<file path="config.mk">
export PLATFORM = sky130hd
export DESIGN_NAME = pipe_drain_ctrl
export DESIGN_NICKNAME = d
export VERILOG_FILES = /design/src/rtl/pipe_drain_ctrl.sv
export SDC_FILE = /design/constraint.sdc
export NUM_CORES = 1
export LEC_CHECK = 0
export CORE_ASPECT_RATIO = 0.5
export CORE_MARGIN = 3
export CORE_UTILIZATION = 40
export CTS_BUF_LIST = sky130_fd_sc_hd__clkbuf_8
export DETAILED_ROUTE_END_ITERATION = 7
export DONT_BUFFER_PORTS = 1
export SYNTH_ARGS = -nofsm -noshare
export SYNTH_HDL_FRONTEND = slang
export SYNTH_SLANG_ARGS = --single-unit
export TNS_END_PERCENT = 30
</file>
<file path="constraint.sdc">
create_clock -name i_clk -period 2.48 [get_ports i_clk]
set_clock_uncertainty 0.15 [all_clocks]
set_input_delay 0.372 -clock i_clk [delete_from_list [all_inputs] [get_ports i_clk]]
set_output_delay 0.372 -clock i_clk [all_outputs]
set_load 0.01 [all_outputs]
</file>
<file path="src/rtl/pipe_drain_ctrl.sv">
// Output-side valid/last tracker for the fixed-latency AES round pipeline:
// reports block exit, message end, in-flight count and drain status.
module pipe_drain_ctrl #(
    parameter int unsigned LATENCY  = 30,
    parameter int unsigned CNT_BITS = 6
) (
    input  logic                i_clk,
    input  logic                i_rst,
    input  logic                i_pipe_en,
    input  logic                i_flush,
    input  logic                i_in_valid,
    input  logic                i_in_last,
    output logic                o_out_valid,
    output logic                o_out_last,
    output logic [CNT_BITS-1:0] o_inflight,
    output logic                o_drained,
    output logic                o_msg_done
);

    logic [LATENCY-1:0]  r_vsr;
    logic [LATENCY-1:0]  r_lsr;
    logic [CNT_BITS-1:0] r_inflight;
    logic                r_msg_done;

    logic                w_accept;
    logic                w_exit;
    logic [LATENCY-1:0]  w_vsr_next;
    logic [LATENCY-1:0]  w_lsr_next;

    assign w_accept = i_in_valid & i_pipe_en & ~i_flush;
    assign w_exit   = o_out_valid & i_pipe_en & ~i_flush;

    generate
        if (LATENCY == 1) begin : g_single
            assign w_vsr_next = w_accept;
            assign w_lsr_next = w_accept & i_in_last;
        end else begin : g_multi
            assign w_vsr_next = {r_vsr[LATENCY-2:0], w_accept};
            assign w_lsr_next = {r_lsr[LATENCY-2:0], w_accept & i_in_last};
        end
    endgenerate

    always_ff @(posedge i_clk) begin
        if (i_rst || i_flush) begin
            r_vsr      <= '0;
            r_lsr      <= '0;
            r_inflight <= '0;
            r_msg_done <= 1'b0;
        end else if (i_pipe_en) begin
            r_vsr      <= w_vsr_next;
            r_lsr      <= w_lsr_next;
            r_msg_done <= w_exit & o_out_last;
            // Simultaneous accept and exit leave the count unchanged.
            if (w_accept && !w_exit)
                r_inflight <= r_inflight + CNT_BITS'(1);
            else if (!w_accept && w_exit)
                r_inflight <= r_inflight - CNT_BITS'(1);
        end else begin
            r_msg_done <= 1'b0;
        end
    end

    assign o_out_valid = r_vsr[LATENCY-1];
    assign o_out_last  = r_lsr[LATENCY-1] & r_vsr[LATENCY-1];
    assign o_inflight  = r_inflight;
    assign o_drained   = (r_inflight == '0);
    assign o_msg_done  = r_msg_done;

endmodule

</file>
* After elaboration in Yosys (flattened, before gate mapping) *
Cells that the tools add are included.

word-level totals
  register bits after elaboration = 67
  bits in latches = 0
  memory bits (writable) = 0
  bits in read-only memories = 0
  bits of input ports = 6
  output and inout bits = 10
  logic and storage cells = 26
  memories kept = 0

operators by class
  add/sub/neg operators = 2
  multiply operators = 0
  div/mod/pow operators = 0
  order comparisons = 0
  equal/unequal tests = 0
  shifts and indexed selects = 0
  mux-type cells = 2
  bitwise logic cells = 9
  reduce and logical (&&, ||, !) cells = 9

operators with widths
  cell                                                                number
  6-bit 2-to-1 mux                                                    2
  1-bit AND                                                           7
  6-bit by 1-bit adder with 6-bit output, second input constant       1
  6-bit zero test                                                     1
  6-bit by 1-bit subtractor with 6-bit output, second input constant  1
  1-bit logical AND                                                   2
  1-bit zero test                                                     2
  1-bit inverter                                                      2
  2-bit AND reduction                                                 1
  2-bit nonzero test                                                  1
  2-bit OR reduction                                                  1
  1-bit logical OR                                                    1

* Depth between registers and ports, before layout *
  depth after elaboration = 6
  mapped depth = 12
  gate-level depth less buffers = 11

* Least setup slack after synthesis *
OpenSTA, ideal clock, no wires.

  path kind = input to register
  start = in i_pipe_en
  end = reg r_inflight[5], in the netlist o_inflight[5]
  setup time = 0.121 ns
  arrival time = 2.361 ns
  required time = 2.209 ns
  slack = -0.152 ns
  stages on the path = 11
  path through = buf_4 > inv_2 > nor2_1 > and2_1 > ha_1 > inv_1 > ha_1 > a21o_1 > and4_4 > o31ai_2 > mux2_4

between the ends
  word-level cells in the longest chain between the ends = 6
  elaborated cells on any way between the ends = 11
  those cells by class = mux: 1; bitwise: 4; reduce/logical: 6

RTL lines
  what                                  RTL line  source
  start, declared                       9         input logic i_pipe_en,
  1-bit AND (*) (2 in a row)            30        assign w_accept = i_in_valid & i_pipe_en & ~i_flush;
  named net w_accept                    25        logic w_accept;
  1-bit zero test                       56        else if (!w_accept && w_exit)
  1-bit logical AND                     56
  2-bit nonzero test (no source line)   -
  2-bit AND reduction (no source line)  -
  end signal, assigned                  55        r_inflight <= r_inflight + CNT_BITS'(1);
  end signal, assigned                  57        r_inflight <= r_inflight - CNT_BITS'(1);
  end, declared                         22        logic [CNT_BITS-1:0] r_inflight;

Mark *: on every way through the listed nets, which the timed path passes. The rest lies on a longest branch.
A chain may end at the register's enable or synchronous reset.

* Final worst setup path *
  start = reg r_vsr[29]
  end = reg r_inflight[5], in the netlist o_inflight[5]

between the ends
  word-level cells in the longest chain between the ends = 6
  elaborated cells on any way between the ends = 8
  those cells by class = mux: 1; bitwise: 2; reduce/logical: 5

RTL lines
  what                                  RTL line  source
  start, declared                       20        logic [LATENCY-1:0] r_vsr;
  start signal, assigned                50        r_vsr <= w_vsr_next;
  1-bit AND (*) (2 in a row)            31        assign w_exit = o_out_valid & i_pipe_en & ~i_flush;
  1-bit zero test                       54        if (w_accept && !w_exit)
  1-bit logical AND                     54
  2-bit nonzero test (no source line)   -
  2-bit AND reduction (no source line)  -

Every way passes the cells marked *; elsewhere a longest branch is shown, timed or not.

==> impl_metrics.toml <==
[layout]
stdcell_count = 338
drive_gt1_share_pct = 9.600
final_nets = 257
syn2layout_area_growth_pct = 11.08
fill_cells = 585
stdcell_area_mm2 = 0.002872
diodes = 0

[setup_path]
critPathKind = "flop to flop"
timing.reg2reg.setup_slack_ns = 0.14
startpoint_type = "flop"
worst-path-max-fanout = 6
end_kind = "flop"
r2r_end = "o_inflight[5]"
r2r_start = "r_vsr[29]"
reg2regPathDepth = 9
critPathRequiredTime_ns = 2.55
cp_data_arrival_time_ns = 2.42

[floorplan]
core-area_mm2 = 0.006156
die_w_um = 119.7
pin_count = 16
start_util_pct = 41.99
die_area_mm2 = 0.007522
std_cell_rows = 20
dieHeight_um = 62.85

[timing]
fin_crit_sh_pct = 94.49
period_minus_slack_ns = 2.343
finalHoldViolations = 0
setup_tns_ns = 0
rsz0062_at_grt = "no"
slew_viol_final = 0
fmax_mhz = 426.8
setup_ws_ns = 0.1368
tightest_slew_ns = 0.3571
setup_violations = 0
slew_headroom_pct = 76.01

[drt]
drt_wl_total_um = 3902
drc = 0
drt_first_iter_violations = 42
vias_per_cell = 4.678
ant_nets = 0
firstDrtPassIters = 4
num_vias = 1581
wl_per_cell_um = 11.54

[global_routing]
overflow = 0
grt_usage_pct = 11.40
grt_max_degree = 61
grt_pass1_vias = 1533
grt_pass1_wl_um = 6796
antenna_found_initial = 0

[yosys]
syn_inst = 246
yosys_warnings = 0
seq_area_frac_synth_pct = 51.89
synth_top_area_share_pct = 51.89
synth_cell_types = 28
yosys.area.top_type = "dfxtp_1"
syn_area_per_cell_um2 = 10.51
ys_seq_elements = 67
synth_nets = 258
netlist_area_mm2 = 0.002585
synthTopCellsByArea = "dfxtp_1 (52%), mux2i_1 (24%), nor2_1 (9.9%), ha_1 (2.4%), xnor2_1 (1.4%)"

[placed_design]
routabilityCongestion = 0.7456
dp_slack_ns = 0.03002
port_buffers = 0
place_inst = 321
hpwl_um = 2427
post_dp_cell_area_mm2 = 0.002674

[cts]
path_clk_slew_ns = 0.07
h-tree-depth = 3
clockBufferDepth = 2
clk_latency_ns = 0.33
cts_tree = "yes"
cts_inserted_buffers = 9
cts-root-buf = "clkbuf_8"
cts_sinks = 67
cts_setup_buffers = 0

[power_and_ir_drop]
power.leakage_nw = 1.201
power_density_mw_per_mm2 = 694.5
ir_worst_vdd_mv = 0.2613

[run_status]
status = "completed"

[min_path]
min_path_cells = 2
hold_path_class = "input pin to flop"
holdCritStartpoint = "i_pipe_en"
holdPathEnd = "r_vsr[20]"

[job]
max_cap_viol_count = 0
[cell families (layout without fill, tap and decap cells)]
group | Yosys count | after routing | share of synthesized area, %
buf+inv | 17 | 21 | 3.243
fa+ha+maj | 6 | 6 | 3.195
xor+xnor | 4 | 4 | 1.355
flops | 67 | 67 | 51.89
simple gates | 80 | 80 | 13.21
compound gates | 10 | 10 | 2.904
mux | 62 | 62 | 24.20
[synthesized netlist by cell type]
library cell	instances
a211oi_1	1
a21o_1	2
a21oi_1	4
a22oi_1	1
and2_1	2
and4_4	1
buf_1	5
buf_2	4
buf_4	4
clkbuf_1	1
dfxtp_1	67
fa_1	1
ha_1	5
inv_1	2
inv_2	1
mux2_4	1
mux2i_1	61
nand2_1	3
nand3_1	1
nor2_1	68
nor2_8	1
nor3_1	1
nor3b_1	1
o211ai_2	1
o31ai_2	1
or2_0	1
or4_1	1
xnor2_1	4
[metrics by stage]
step / util [%] / total power (W) / hold WS, ns
after floorplan: - / 0.001192 / 0.2981
after global placement: 43.44 / 0.001178 / 0.3044
after detailed placement: 43.44 / 0.001180 / 0.3064
after CTS: 46.65 / 0.002030 / 0.03047
after global routing: 46.65 / 0.002082 / 0.03057
final: 46.65 / 0.001994 / 0.05356
[area by class of cell]
class                           count  area [µm²]  share of cell area [%]
Sequential cell                    67        1341                   46.71
Multi-Input combinational cell    162        1186                   41.31
Clock buffer                       10       137.6                   4.793
Tap cell                           88       110.1                   3.834
Clock inverter                      6       50.05                   1.743
Timing Repair Buffer                2       30.03                   1.046
Inverter                            3       16.27                  0.5664
[where the power goes]
group | total, W | leakage (nW) | internal, W | switching, W
combinational | 0.0000753 | 0.551 | 0.0000387 | 0.0000366
clock | 0.000838 | 0.111 | 0.000476 | 0.000362
sequential | 0.00108 | 0.540 | 0.00108 | 0.00000306
total | 0.00199 | 1.20 | 0.00159 | 0.000402
[how the worst max path moves through the flow]
stage	start	endpoint	slack [ns]
after floorplan	i_pipe_en	o_inflight[5]	0.004
after global placement	i_pipe_en	o_inflight[5]	0.08
after detailed placement	i_pipe_en	o_inflight[5]	0.03
after CTS	r_vsr[29]	o_inflight[5]	0.15
after global routing	r_vsr[29]	o_inflight[5]	0.09
final	r_vsr[29]	o_inflight[5]	0.14
[cell usage in the layout, fill, tap and decap left out, types with 2 or more instances in the layout]
cell       n
clkbuf_8  10
mux2i_1   61
nand2_1    3
a21oi_1    4
inv_1      5
dfxtp_1   67
nor2_1    67
a21o_1     2
inv_4      2
ha_1       4
xnor2_1    4
[per-layer routing]
metal	up-vias	GRT usage, %	share of wire [%]
met3	7	6.510	4.6
li1	819	-	-
met5	-	0	0
met4	0	4.708	1.2
met1	735	12.73	49
met2	20	17.98	45
[critical path: stages (launching register included)]
cell,delay [ns]
dfxtp_1,0.44
nand2_1,0.15
ha_4,0.21
inv_4,0.08
ha_1,0.23
a21o_1,0.19
and4_4,0.20
o211ai_2,0.20
o31ai_4,0.10
mux2_4,0.30
[registers in the layout, summed over array words and instances, names as in the netlist]
| name | flops |
|---|---|
| o_inflight | 6 |
| o_msg_done | 1 |
| r_lsr | 30 |
| r_vsr | 30 |
[what timing repair did]
action | in CTS | in global routing
gates resized for setup | 0 | 0
hold endpoints to repair | 1 | 0
hold buffers | 1 | 0
Power figures use the tool's default switching activity.
